**src/rtl/plot_pkg.sv**
```systemverilog
// Shared definitions for the trace plotter: pixel codes, screen geometry and FSM states.
package plot_pkg;

    localparam logic [1:0] PIX_WHITE   = 2'b00;
    localparam logic [1:0] PIX_TRACE1  = 2'b01;
    localparam logic [1:0] PIX_TRACE2  = 2'b10;
    localparam logic [1:0] PIX_SPECIAL = 2'b11;

    localparam int SCREEN_WIDTH  = 640;
    localparam int SCREEN_HEIGHT = 480;

    typedef enum logic [2:0] {
        ST_CLEAR_ALL,
        ST_IDLE,
        ST_CLEAR_COL,
        ST_PLOT1,
        ST_PLOT2,
        ST_ADVANCE
    } state_t;

endpackage

```
**src/rtl/y_scaler.sv**
```systemverilog
// Maps a signed 2.16 position to a screen row: CENTER_Y - (x >>> SCALE_SHIFT), clamped to the screen.
module y_scaler
    import plot_pkg::*;
#(
    parameter int SCALE_SHIFT = 9,
    parameter int CENTER_Y    = 240
) (
    input  logic signed [17:0] i_x,
    output logic        [8:0]  o_y
);

    localparam logic signed [18:0] C_CENTER  = 19'(CENTER_Y);
    localparam logic signed [18:0] C_MAX_ROW = 19'(SCREEN_HEIGHT - 1);

    logic signed [18:0] w_x_ext;
    logic signed [18:0] w_shifted;
    logic signed [18:0] w_y;

    assign w_x_ext   = {i_x[17], i_x};
    assign w_shifted = w_x_ext >>> SCALE_SHIFT;
    assign w_y       = C_CENTER - w_shifted;

    always_comb begin
        if (w_y < 19'sd0) begin
            o_y = 9'd0;
        end else if (w_y > C_MAX_ROW) begin
            o_y = C_MAX_ROW[8:0];
        end else begin
            o_y = w_y[8:0];
        end
    end

endmodule

```
**src/rtl/trace_plotter.sv**
```systemverilog
// Sweeps a time column across the display, erasing ahead of the trace and plotting two oscillator rows.
// Build option: define TRACE_PLOTTER_AXIS_EN to draw the zero axis (code 11) at row CENTER_Y while clearing.
module trace_plotter
    import plot_pkg::*;
#(
    parameter int SCALE_SHIFT = 9,
    parameter int CENTER_Y    = 240,
    parameter int DECIM       = 1,
    parameter int H_PIXELS    = SCREEN_WIDTH
) (
    input  logic               VGA_CTRL_CLK,
    input  logic               reset,
    input  logic               clr,
    input  logic               s_valid,
    output logic               s_ready,
    input  logic signed [17:0] s_x1,
    input  logic signed [17:0] s_x2,
    output logic        [9:0]  wr_x,
    output logic        [8:0]  wr_y,
    output logic        [1:0]  wr_data,
    output logic               wr_en,
    output logic               busy
);

    localparam logic [9:0] C_LAST_COL   = 10'(H_PIXELS - 1);
    localparam logic [8:0] C_LAST_ROW   = 9'(SCREEN_HEIGHT - 1);
    localparam logic [7:0] C_DECIM_LAST = 8'(DECIM - 1);

    state_t             r_state;
    state_t             w_state_nxt;
    logic        [9:0]  r_col;
    logic        [9:0]  w_col_nxt;
    logic        [8:0]  r_row;
    logic        [8:0]  w_row_nxt;
    logic        [7:0]  r_decim;
    logic        [7:0]  w_decim_nxt;
    logic signed [17:0] r_x1;
    logic signed [17:0] r_x2;

    logic               w_hs;
    logic               w_latch;
    logic               w_wr_en;
    logic        [8:0]  w_wr_y;
    logic        [1:0]  w_wr_data;
    logic        [1:0]  w_clear_pix;
    logic        [8:0]  w_y1;
    logic        [8:0]  w_y2;

    y_scaler #(.SCALE_SHIFT(SCALE_SHIFT), .CENTER_Y(CENTER_Y)) u_scale_x1 (
        .i_x (r_x1),
        .o_y (w_y1)
    );

    y_scaler #(.SCALE_SHIFT(SCALE_SHIFT), .CENTER_Y(CENTER_Y)) u_scale_x2 (
        .i_x (r_x2),
        .o_y (w_y2)
    );

    assign w_hs = s_valid & s_ready;

`ifdef TRACE_PLOTTER_AXIS_EN
    assign w_clear_pix = (r_row == 9'(CENTER_Y)) ? PIX_SPECIAL : PIX_WHITE;
`else
    assign w_clear_pix = PIX_WHITE;
`endif

    always_comb begin
        // NOTE: every output of this block gets a default first so no path can infer a latch.
        w_state_nxt = r_state;
        w_col_nxt   = r_col;
        w_row_nxt   = r_row;
        w_decim_nxt = r_decim;
        w_latch     = 1'b0;
        w_wr_en     = 1'b0;
        w_wr_y      = r_row;
        w_wr_data   = PIX_WHITE;

        case (r_state)
            ST_CLEAR_ALL: begin
                w_wr_en   = 1'b1;
                w_wr_data = w_clear_pix;
                if (r_row == C_LAST_ROW) begin
                    w_row_nxt = 9'd0;
                    if (r_col == C_LAST_COL) begin
                        w_col_nxt   = 10'd0;
                        w_state_nxt = ST_IDLE;
                    end else begin
                        w_col_nxt = r_col + 10'd1;
                    end
                end else begin
                    w_row_nxt = r_row + 9'd1;
                end
            end
            ST_IDLE: begin
                if (w_hs) begin
                    w_latch = 1'b1;
                    if (r_decim == C_DECIM_LAST) begin
                        w_decim_nxt = 8'd0;
                        w_row_nxt   = 9'd0;
                        w_state_nxt = ST_CLEAR_COL;
                    end else begin
                        w_decim_nxt = r_decim + 8'd1;
                    end
                end
            end
            ST_CLEAR_COL: begin
                w_wr_en   = 1'b1;
                w_wr_data = w_clear_pix;
                if (r_row == C_LAST_ROW) begin
                    w_row_nxt   = 9'd0;
                    w_state_nxt = ST_PLOT1;
                end else begin
                    w_row_nxt = r_row + 9'd1;
                end
            end
            ST_PLOT1: begin
                w_wr_en     = 1'b1;
                w_wr_y      = w_y1;
                w_wr_data   = PIX_TRACE1;
                w_state_nxt = ST_PLOT2;
            end
            ST_PLOT2: begin
                w_wr_en     = 1'b1;
                w_wr_y      = w_y2;
                w_wr_data   = PIX_TRACE2;
                w_state_nxt = ST_ADVANCE;
            end
            ST_ADVANCE: begin
                w_col_nxt   = (r_col == C_LAST_COL) ? 10'd0 : r_col + 10'd1;
                w_state_nxt = ST_IDLE;
            end
            default: begin
                w_state_nxt = ST_CLEAR_ALL;
            end
        endcase

        // A clear request wins over everything, including a simultaneous handshake,
        // and suppresses the write this cycle would otherwise have produced.
        if (clr) begin
            w_state_nxt = ST_CLEAR_ALL;
            w_col_nxt   = 10'd0;
            w_row_nxt   = 9'd0;
            w_decim_nxt = 8'd0;
            w_latch     = 1'b0;
            w_wr_en     = 1'b0;
        end
    end

    always_ff @(posedge VGA_CTRL_CLK or posedge reset) begin
        if (reset) begin
            r_state <= ST_CLEAR_ALL;
            r_col   <= 10'd0;
            r_row   <= 9'd0;
            r_decim <= 8'd0;
            r_x1    <= '0;
            r_x2    <= '0;
            wr_en   <= 1'b0;
            wr_x    <= 10'd0;
            wr_y    <= 9'd0;
            wr_data <= PIX_WHITE;
            s_ready <= 1'b0;
            busy    <= 1'b1;
        end else begin
            // NOTE: non-blocking assignments so every register samples the pre-edge values.
            r_state <= w_state_nxt;
            r_col   <= w_col_nxt;
            r_row   <= w_row_nxt;
            r_decim <= w_decim_nxt;
            if (w_latch) begin
                r_x1 <= s_x1;
                r_x2 <= s_x2;
            end
            wr_en   <= w_wr_en;
            wr_x    <= r_col;
            wr_y    <= w_wr_y;
            wr_data <= w_wr_data;
            s_ready <= (w_state_nxt == ST_IDLE);
            busy    <= (w_state_nxt != ST_IDLE);
        end
    end

endmodule

```
**config.mk**
```make
export PLATFORM = sky130hd
export DESIGN_NAME = trace_plotter
export DESIGN_NICKNAME = d
export VERILOG_FILES = /design/src/rtl/plot_pkg.sv /design/src/rtl/y_scaler.sv /design/src/rtl/trace_plotter.sv
export SDC_FILE = /design/constraint.sdc
export NUM_CORES = 1
export LEC_CHECK = 0
export ABC_AREA = 1
export ABC_CLOCK_PERIOD_IN_PS = 2050
export CORE_ASPECT_RATIO = 0.5
export CORE_MARGIN = 1.5
export CORE_UTILIZATION = 48
export DETAILED_ROUTE_END_ITERATION = 16
export PLACE_DENSITY_LB_ADDON = 0.25
export SLEW_MARGIN = 15
export SYNTH_ARGS = -nofsm -noshare
export SYNTH_HDL_FRONTEND = slang
export SYNTH_SLANG_ARGS = --single-unit
```
**constraint.sdc**
```tcl
create_clock -name VGA_CTRL_CLK -period 2.05 [get_ports VGA_CTRL_CLK]
set_input_delay 0.3075 -clock VGA_CTRL_CLK [delete_from_list [all_inputs] [get_ports VGA_CTRL_CLK]]
set_output_delay 0.3075 -clock VGA_CTRL_CLK [all_outputs]
set_load 0.01 [all_outputs]
```
==> results of run 1 <==
cell type report:
cell class | count | area (sq um)
Fill cell | 655 | 2739
Sequential cell | 72 | 1803
Multi-Input combinational cell | 331 | 1739
Timing Repair Buffer | 53 | 548.0
Clock buffer | 12 | 256.5
Inverter | 63 | 245.2
Tap cell | 108 | 135.1
Clock inverter | 4 | 76.32
registers in the layout, summed over array words and instances (netlist names):
signal   flops
r_col       10
wr_x        10
r_row        9
r_x1         9
r_x2         9
wr_y         9
r_decim      8
r_state      3
wr_data      2
busy         1
s_ready      1
wr_en        1
worst max path at each step:
stage | from | to | slack (ps) | cells after the start
floorplan | r_x2[9] | wr_y[5] | 550 | 11
global placement | r_row[0] | r_col[0] | 290 | 9
detailed placement | clr | r_col[0] | 290 | 9
CTS | r_row[0] | r_col[0] | 280 | 9
global route | r_row[0] | r_col[0] | 100 | 9
finish | r_row[0] | r_col[0] | 280 | 9
power groups by stage:
stage          registers [W]  logic (W)  clock network (W)
6_report             0.00150   0.000237            0.00172
5_1_grt              0.00151   0.000266            0.00184
3_3_place_gp         0.00152   0.000237                  0
4_1_cts              0.00150   0.000242            0.00177
2_1_floorplan        0.00153   0.000103                  0
3_5_place_dp         0.00153   0.000242                  0
metrics by stage:
stage          area [sq um]  instances    util  setup slack, ps  hold WS [ps]
5_1_grt                4803        643  0.6369            95.25         280.2
3_3_place_gp           4471        627  0.5927            294.6         357.2
4_1_cts                4803        643  0.6369            278.8         269.1
2_1_floorplan          3851        473       -            554.3         353.7
6_report               4803        643  0.6369            278.0         270.5
3_5_place_dp           4471        627  0.5927            291.1         381.5
cell usage in the layout, fill, tap and decap left out, types with 2 or more instances in the layout:
cell / netlist / routed
nand3_2: 2 / 2
clkinvlp_4: 0 / 2
buf_4: 0 / 5
a21oi_2: 17 / 17
clkbuf_8: 0 / 2
nor2_1: 39 / 39
nor2_2: 17 / 17
o21ai_0: 16 / 16
a21boi_2: 2 / 2
xnor2_1: 2 / 2
a21oi_1: 9 / 9
mux2_4: 2 / 2
inv_1: 55 / 54
a22oi_1: 2 / 2
buf_12: 0 / 3
o21ai_1: 5 / 5
clkdlybuf4s50_1: 0 / 45
clkinv_4: 1 / 2
nor2_4: 2 / 2
dfrtp_1: 71 / 71
ha_1: 8 / 8
clkbuf_16: 0 / 9
inv_2: 6 / 6
nor3_1: 8 / 8
bufinv_16: 0 / 2
nand2_2: 3 / 3
nand4_1: 4 / 4
nand3_1: 46 / 46
nand2_1: 128 / 128
xor2_1: 5 / 5
cells by family (layout without fill, tap and decap cells):
kind of cell,count (synthesis),after routing
adders and majority gates,8,8
buffers and inverters,70,132
and+or+nand+nor,255,255
muxes,2,2
AOI/OAI and AO/OA,59,59
xor gates and xnor gates,7,7
DFF,72,72
routing by layer:
metal	global-route usage	vias up
met2	0.3108	39
met1	0.2445	1396
li1	-	1633
met4	0.07500	0
met3	0.06311	4
met5	0	-
worst reg2reg max path, cell delays in order, from the launching register on:
cell	delay, ps
dfrtp_1	420
ha_1	210
nand2_1	100
nor2_2	180
nand3b_1	120
nand2_2	230
inv_1	140
nor2_1	140
nor2_1	60
a21oi_1	110
==> results.cfg, run 1 <==
[outcome]
status = finished, final reports clean

[clock_tree]
clock_latency_ps = 340
cts_buffers = 9
htreeDepth = 3
holdBufCountCts = 0
tritoncts = built
cts_root_buffer = clkbuf_16
clockBufferDepth = 2
cts.sinks = 72
path_clk_slew_ps = 60
post_cts_buffers = 0
cts_resized = 0

[power]
p_clk_frac = 0.498
p_per_area_mw_per_mm2 = 720.1
leakage_nw = 2.426
p_seq_frac = 0.434
finalPower_w = 0.003459
switching_share = 0.2133
peakVddDrop_uv = 410.1
p_int_w = 0.002721
switching_power_w = 0.0007377
power_frac_comb = 0.068

[placement]
io_buffer_count = 45
gp_congestion = 0.8500
dp_hpwl_microns = 5479

[synth]
yosysWarnings = 0
synth_compound_area_frac = 0.1047
ys.flop_type = dfrtp_1
synthCells = 473
post-synth-top-area-fraction = 0.4618
ys_ff_latch = 72
synth.area.mux_share = 0.007805
synthSimpleGateAreaFrac = 0.2976
yosys.area_share.xor_xnor = 0.01593
syn_area_sq_mm = 0.003847
syn_nets = 521
synth.distinct_cells = 41
synth.avg_cell_area_sq_um = 8.134
synth_top_family_by_area = simple AND/OR/NAND/NOR gates
synthTopCellsByArea = dfrtp_1 46%, nand2_1 12%, nand3_1 6.0%, inv_1 5.4%, a21oi_2 3.9%
async_reset_ff_frac = 1.000
synthTopCellsByCount = 128 x nand2_1, 71 x dfrtp_1, 55 x inv_1
synth_edf_count = 0
yosysMostFrequentCell = nand2_1
synth_area_leader_cell = dfrtp_1
synth-seq-area-share = 0.4686
synth_fa_ha_area_frac = 0.02602

[setup_path]
critPathLaunchType = flip-flop
regToRegSetupSlack_ps = 280
r2r_start = r_row[0]
worst_path_largest_cell_delay_ps = 420
r2r_end = r_col[0]
worstPathCellList = ha_1, nand2_1, nor2_2, nand3b_1, nand2_2, inv_1, nor2_1, nor2_1, a21oi_1
worst-path-max-fanout = 13
path_buf_inv = 1
path_class = flip-flop to flip-flop
r2r_cells = 9
cp-end-kind = flip-flop
critPathMostFrequentCell = nor2_1
cp_top_family = simple AND/OR/NAND/NOR gates
slowest_stage = dfrtp_1
critPathArrivalTime_ps = 2040
worstPathRequired_ps = 2320

[drt]
dr_wl_met2_microns = 3340
first_pass_iters = 4
drcViolationCount = 0
viasPerCell = 4.778
route.top_layer_used = met4
ant_nets = 0
routed-wl-met3_microns = 249
wl_microns = 7266
wl_met1_microns = 3623
wire_per_inst_microns = 11.30
num_vias = 3072
drtIter0Drc = 213

[floorplanning]
dieArea_sq_mm = 0.008594
start_util = 0.5101
die_w_microns = 129.6
coreArea_sq_mm = 0.007542
die_y_microns = 66.31
rows = 22
ios = 64

[final_layout]
layout.nets = 578
n_antenna_cell = 0
area_delta_synth_final_pct = 24.85
layout-drive-gt1-share = 0.1533

[sta]
finalSetupViolCount = 0
hold_viol_final = 0
rsz0062_at_grt = false
drv_slew = 0
fin_crit_sh = 0.8644
worst_pin_slew_ps = 571.8
skew_ps = 9.203
fin_tns_setup_ps = 0
max_slew_margin = 0.6174
final.min_clock_period_ps = 1772
clock.fmax_ghz = 0.5643

[job]
cap_viol_max_count = 0

[global_routing]
grt_util_all_layers = 0.1935
grt_pass1_wl_microns = 12580
grt_antenna_before_repair = 0
grt_overflow = 0
grt_pass1_vias = 2878
grt_max_degree = 25

[min_path]
hold_class = primary input to async pin
Note: power is estimated with default switching activity, not from simulation.
==> run 2: changes to the inputs <==
CORE_MARGIN = 2   (was 1.5)
==> run 2 against run 1 <==
Net effect:
- design area shrank 0.89%
- count of clock-buffer cells in the layout grew 1
- combinational power about the same
- clock skew down 2.0 ps
- utilization decreased by 3.3 points
- final cell count is 0.31% higher
- critical endpoint unchanged
- largest cell class unchanged
- largest power group unchanged
==> results.cfg, run 2 (synthesis gave the netlist of run 1 again) <==
[outcome]
status = finished, final reports clean

[clock_tree]
tritoncts = built
holdBufCountCts = 0
cts_root_buffer = clkbuf_16
clock_latency_ps = 340
cts_resized = 0
clockBufferDepth = 2
path_clk_slew_ps = 60
htreeDepth = 3
cts.sinks = 72
post_cts_buffers = 0
cts_buffers = 9

[global_routing]
grt_util_all_layers = 0.1934
grt_overflow = 0
use_met3 = 0.07132
grt_pass1_vias = 2913
grt_pass1_wl_microns = 12940
met2_usage = 0.3268
grt_antenna_before_repair = 0
grt-busiest-layer = met2
grt_max_degree = 30
met1_usage = 0.2364

[setup_path]
path_class = flip-flop to flip-flop
worstPathRequired_ps = 2310
worst-path-max-fanout = 13
regToRegSetupSlack_ps = 220
critPathLaunchType = flip-flop
cp-end-kind = flip-flop
r2r_cells = 9
critPathArrivalTime_ps = 2090

[power]
peakVddDrop_uv = 371.8
leakage_nw = 2.408
finalPower_w = 0.003317
p_per_area_mw_per_mm2 = 696.6

[drt]
drtIter0Drc = 183
ant_nets = 0
viasPerCell = 4.864
wire_per_inst_microns = 11.76
num_vias = 3137
first_pass_iters = 4
wl_microns = 7587
drcViolationCount = 0

[floorplanning]
start_util = 0.4879
die_y_microns = 67.31
dieArea_sq_mm = 0.008791
ios = 64
rows = 23
coreArea_sq_mm = 0.007885
die_w_microns = 130.6

[final_layout]
layout.nets = 576
stdcell_area_sq_mm = 0.004761
area_delta_synth_final_pct = 23.74
n_antenna_cell = 0
reg.largest.list = r_col (10), wr_x (10)
layout-drive-gt1-share = 0.1482
layout_common_cells = 128 x nand2_1, 71 x dfrtp_1, 54 x inv_1
layout_commonest_cell = nand2_1

[sta]
fin_crit_sh = 0.8917
fin_tns_setup_ps = 0
hold_viol_final = 0
finalSetupViolCount = 0
worst_pin_slew_ps = 571.0
clock.fmax_ghz = 0.5470
skew_ps = 7.235
drv_slew = 0
rsz0062_at_grt = false
max_slew_margin = 0.6180
final.min_clock_period_ps = 1828
fin_hold_ws_ps = 354.2
setup_slack_ps = 222.0

[placement]
dp_hpwl_microns = 5465
pre_cts_ws_ps = 260.5
gp_congestion = 0.8023
io_buffer_count = 45
dpl_cell_area_sq_mm = 0.004461

[job]
cap_viol_max_count = 0

[min_path]
hold_class = primary input to async pin
-- run 2: changes by cell type in the layout (fill, tap and decap cells not counted), sizes merged --
| cell | before | now |
|---|---|---|
| buf | 8 | 6 |
| bufinv | 2 | 1 |
| clkbuf | 12 | 13 |
| clkinv | 3 | 4 |
| clkinvlp | 2 | 1 |
-- run 2: layout make-up --
type / instances / area [sq um]
clock buffer: 13 / 260.3
clock inverter: 3 / 40.04
fill: 728 / 3124
inverter: 63 / 245.2
multi-input combinational: 331 / 1739
sequential: 72 / 1803
tap: 112 / 140.1
timing repair buffer: 51 / 533.0
-- run 2: through the flow --
stage	utilization	cells
floorplan	-	473
finish	0.6038	645
detailed placement	0.5657	629
global placement	0.5657	629
global route	0.6038	645
CTS	0.6038	645
-- run 2: worst paths after layout --
| check | startpoint | end |
|---|---|---|
| worst max-delay path | r_row[0] | r_col[0] |
| worst min-delay path | reset | r_x2[15] |
| worst max register to register | r_row[0] | r_col[0] |
| worst min register to register | r_col[5] | wr_x[5] |
| max in group asynchronous | reset | r_col[2] |
| min in group VGA_CTRL_CLK | r_col[5] | wr_x[5] |
-- run 2: worst max-delay path: stages, from the launching register on --
cell	delay, ps
dfrtp_1	430
ha_1	210
nand2_1	100
nor2_2	210
nand3b_1	120
nand2_2	230
inv_1	140
nor2_1	140
nor2_1	50
a21oi_1	110
-- run 2: power by group --
group / internal, W / leakage, nW / switching [W]
registers: 0.00147 / 0.905 / 0.0000334
logic: 0.000119 / 1.35 / 0.000118
clock network: 0.00100 / 0.150 / 0.000574
total: 0.00259 / 2.41 / 0.000725
-- run 2: per-layer routing --
metal,routed length (microns),vias to the layer above
li1,-,1631
met5,0,-
met1,3594,1461
met2,3611,37
met3,301,8
met4,79,0
==> run 3: changes to the inputs <==
REMOVE_ABC_BUFFERS = 1   (was unset)
SKIP_CTS_REPAIR_TIMING = 1   (was unset)
==> run 3 against run 2 <==
Net effect:
- global-route usage grew 0.95 points
- total power fell by 0.21%
- sequential power hardly changed
- via count up 2.8%
- count of clock-buffer cells in the layout down 2
- clock skew shrank 1.6 ps
==> results.cfg, run 3 (synthesis gave the netlist of run 1 again) <==
[outcome]
status = finished, final reports clean

[sta]
worst_pin_slew_ps = 613.3
final.min_clock_period_ps = 1812
rsz0062_at_grt = false
setup_slack_ps = 238.4
clock.fmax_ghz = 0.5520
max_slew_margin = 0.5896
fin_crit_sh = 0.8837
hold_viol_final = 0
skew_ps = 5.616
finalSetupViolCount = 0
drv_slew = 0

[setup_path]
worst_path_largest_cell_delay_ps = 380
path_class = flip-flop to flip-flop
critPathMostFrequentCell = nand2_1
critPathLaunchType = flip-flop
r2r_cells = 11
path_buf_inv = 1
worstPathRequired_ps = 2250
slowest_stage = dfrtp_1
critPathArrivalTime_ps = 2020
cp-end-kind = flip-flop
r2r_start = r_x1[9]
r2r_end = wr_y[2]
worst-path-max-fanout = 6
worstPathCellList = inv_1, ha_1, nand2_1, nand2_1, nor2_1, nand2_1, nand2_1, nand3_1, nand2_1, nand2_1, nand3_1
regToRegSetupSlack_ps = 240
cp_top_family = simple AND/OR/NAND/NOR gates

[global_routing]
grt_antenna_before_repair = 0
grt_max_degree = 24
grt_pass1_vias = 3002
grt_pass1_wl_microns = 13630
grt_overflow = 0
grt_util_all_layers = 0.2029

[power]
leakage_nw = 2.411
p_per_area_mw_per_mm2 = 694.4
peakVddDrop_uv = 462.3

[clock_tree]
clock_latency_ps = 330
clockBufferDepth = 2
cts_root_buffer = clkbuf_16
cts.sinks = 72
cts_buffers = 9
path_clk_slew_ps = 60
tritoncts = built
htreeDepth = 3

[drt]
wl_microns = 8158
ant_nets = 0
first_pass_iters = 4
wire_per_inst_microns = 12.61
viasPerCell = 4.985
num_vias = 3225
drtIter0Drc = 135
drcViolationCount = 0

[min_path]
hold_class = primary input to async pin

[final_layout]
layout.nets = 578
fin_cells = 647
layout_commonest_cell = nand2_1
final_core_util = 0.6044
reg.largest.list = r_col (10), wr_x (10)
n_antenna_cell = 0
area_delta_synth_final_pct = 23.87
layout_common_cells = 128 x nand2_1, 71 x dfrtp_1, 53 x inv_1
layout-drive-gt1-share = 0.1570

[floorplanning]
ios = 64
start_util = 0.4879
die_y_microns = 67.31
die_w_microns = 130.6
dieArea_sq_mm = 0.008791
rows = 23
coreArea_sq_mm = 0.007885

[placement]
dp_hpwl_microns = 6011
dpl.cell_count = 631
gp_congestion = 0.8970
pre_cts_ws_ps = 207.0
io_buffer_count = 45

[job]
cap_viol_max_count = 0
[run 3: cell types whose count changed in the layout (fill, tap and decap cells not counted)]
cell,previous run,this run
buf_12,3,2
buf_4,3,6
clkbuf_1,2,1
clkbuf_8,2,1
clkinv_4,1,2
inv_1,54,53
inv_2,6,8
nand2_2,3,2
nand2_4,1,2
nor2_1,39,38
nor2_2,17,18
[run 3: cell type report]
cell class	count	area, sq um
Fill cell	726	3119
Sequential cell	72	1803
Multi-Input combinational cell	331	1747
Timing Repair Buffer	53	535.5
Clock buffer	11	242.7
Inverter	63	241.5
Tap cell	112	140.1
Clock inverter	5	56.30
[run 3: through the flow]
| stage | area, sq um | power, W | hold WS [ps] | TNS [ps] |
|---|---|---|---|---|
| floorplan | 3784 | 0.001632 | 353.7 | -5734 |
| global placement | 4459 | 0.001767 | 359.4 | 0 |
| detailed placement | 4459 | 0.001771 | 371.2 | 0 |
| CTS | 4758 | 0.003340 | 308.4 | 0 |
| global route | 4766 | 0.003420 | 333.8 | 0 |
| finish | 4766 | 0.003310 | 297.3 | 0 |
[run 3: worst max-delay path by stage]
stage	start	endpoint	slack [ps]	depth (start not counted)
6_report	r_x1[9]	wr_y[2]	240	11
5_1_grt	r_x1[9]	wr_y[2]	50	11
4_1_cts	r_state[2]	wr_y[7]	180	7
3_5_place_dp	clr	r_col[0]	210	9
3_3_place_gp	clr	r_col[0]	210	9
2_1_floorplan	reset	r_col[0]	-80	1
[run 3: where the power goes]
part	internal [W]	switching, W
Combinational	0.000121	0.000122
Clock	0.000972	0.000589
Sequential	0.00147	0.0000369
[run 3: layer usage]
layer,part of all wire,up-vias,global-route usage
met5,0,-,0
met4,0.016,0,0.06915
met3,0.056,16,0.06418
met2,0.42,66,0.3021
met1,0.51,1513,0.2823
li1,-,1630,-
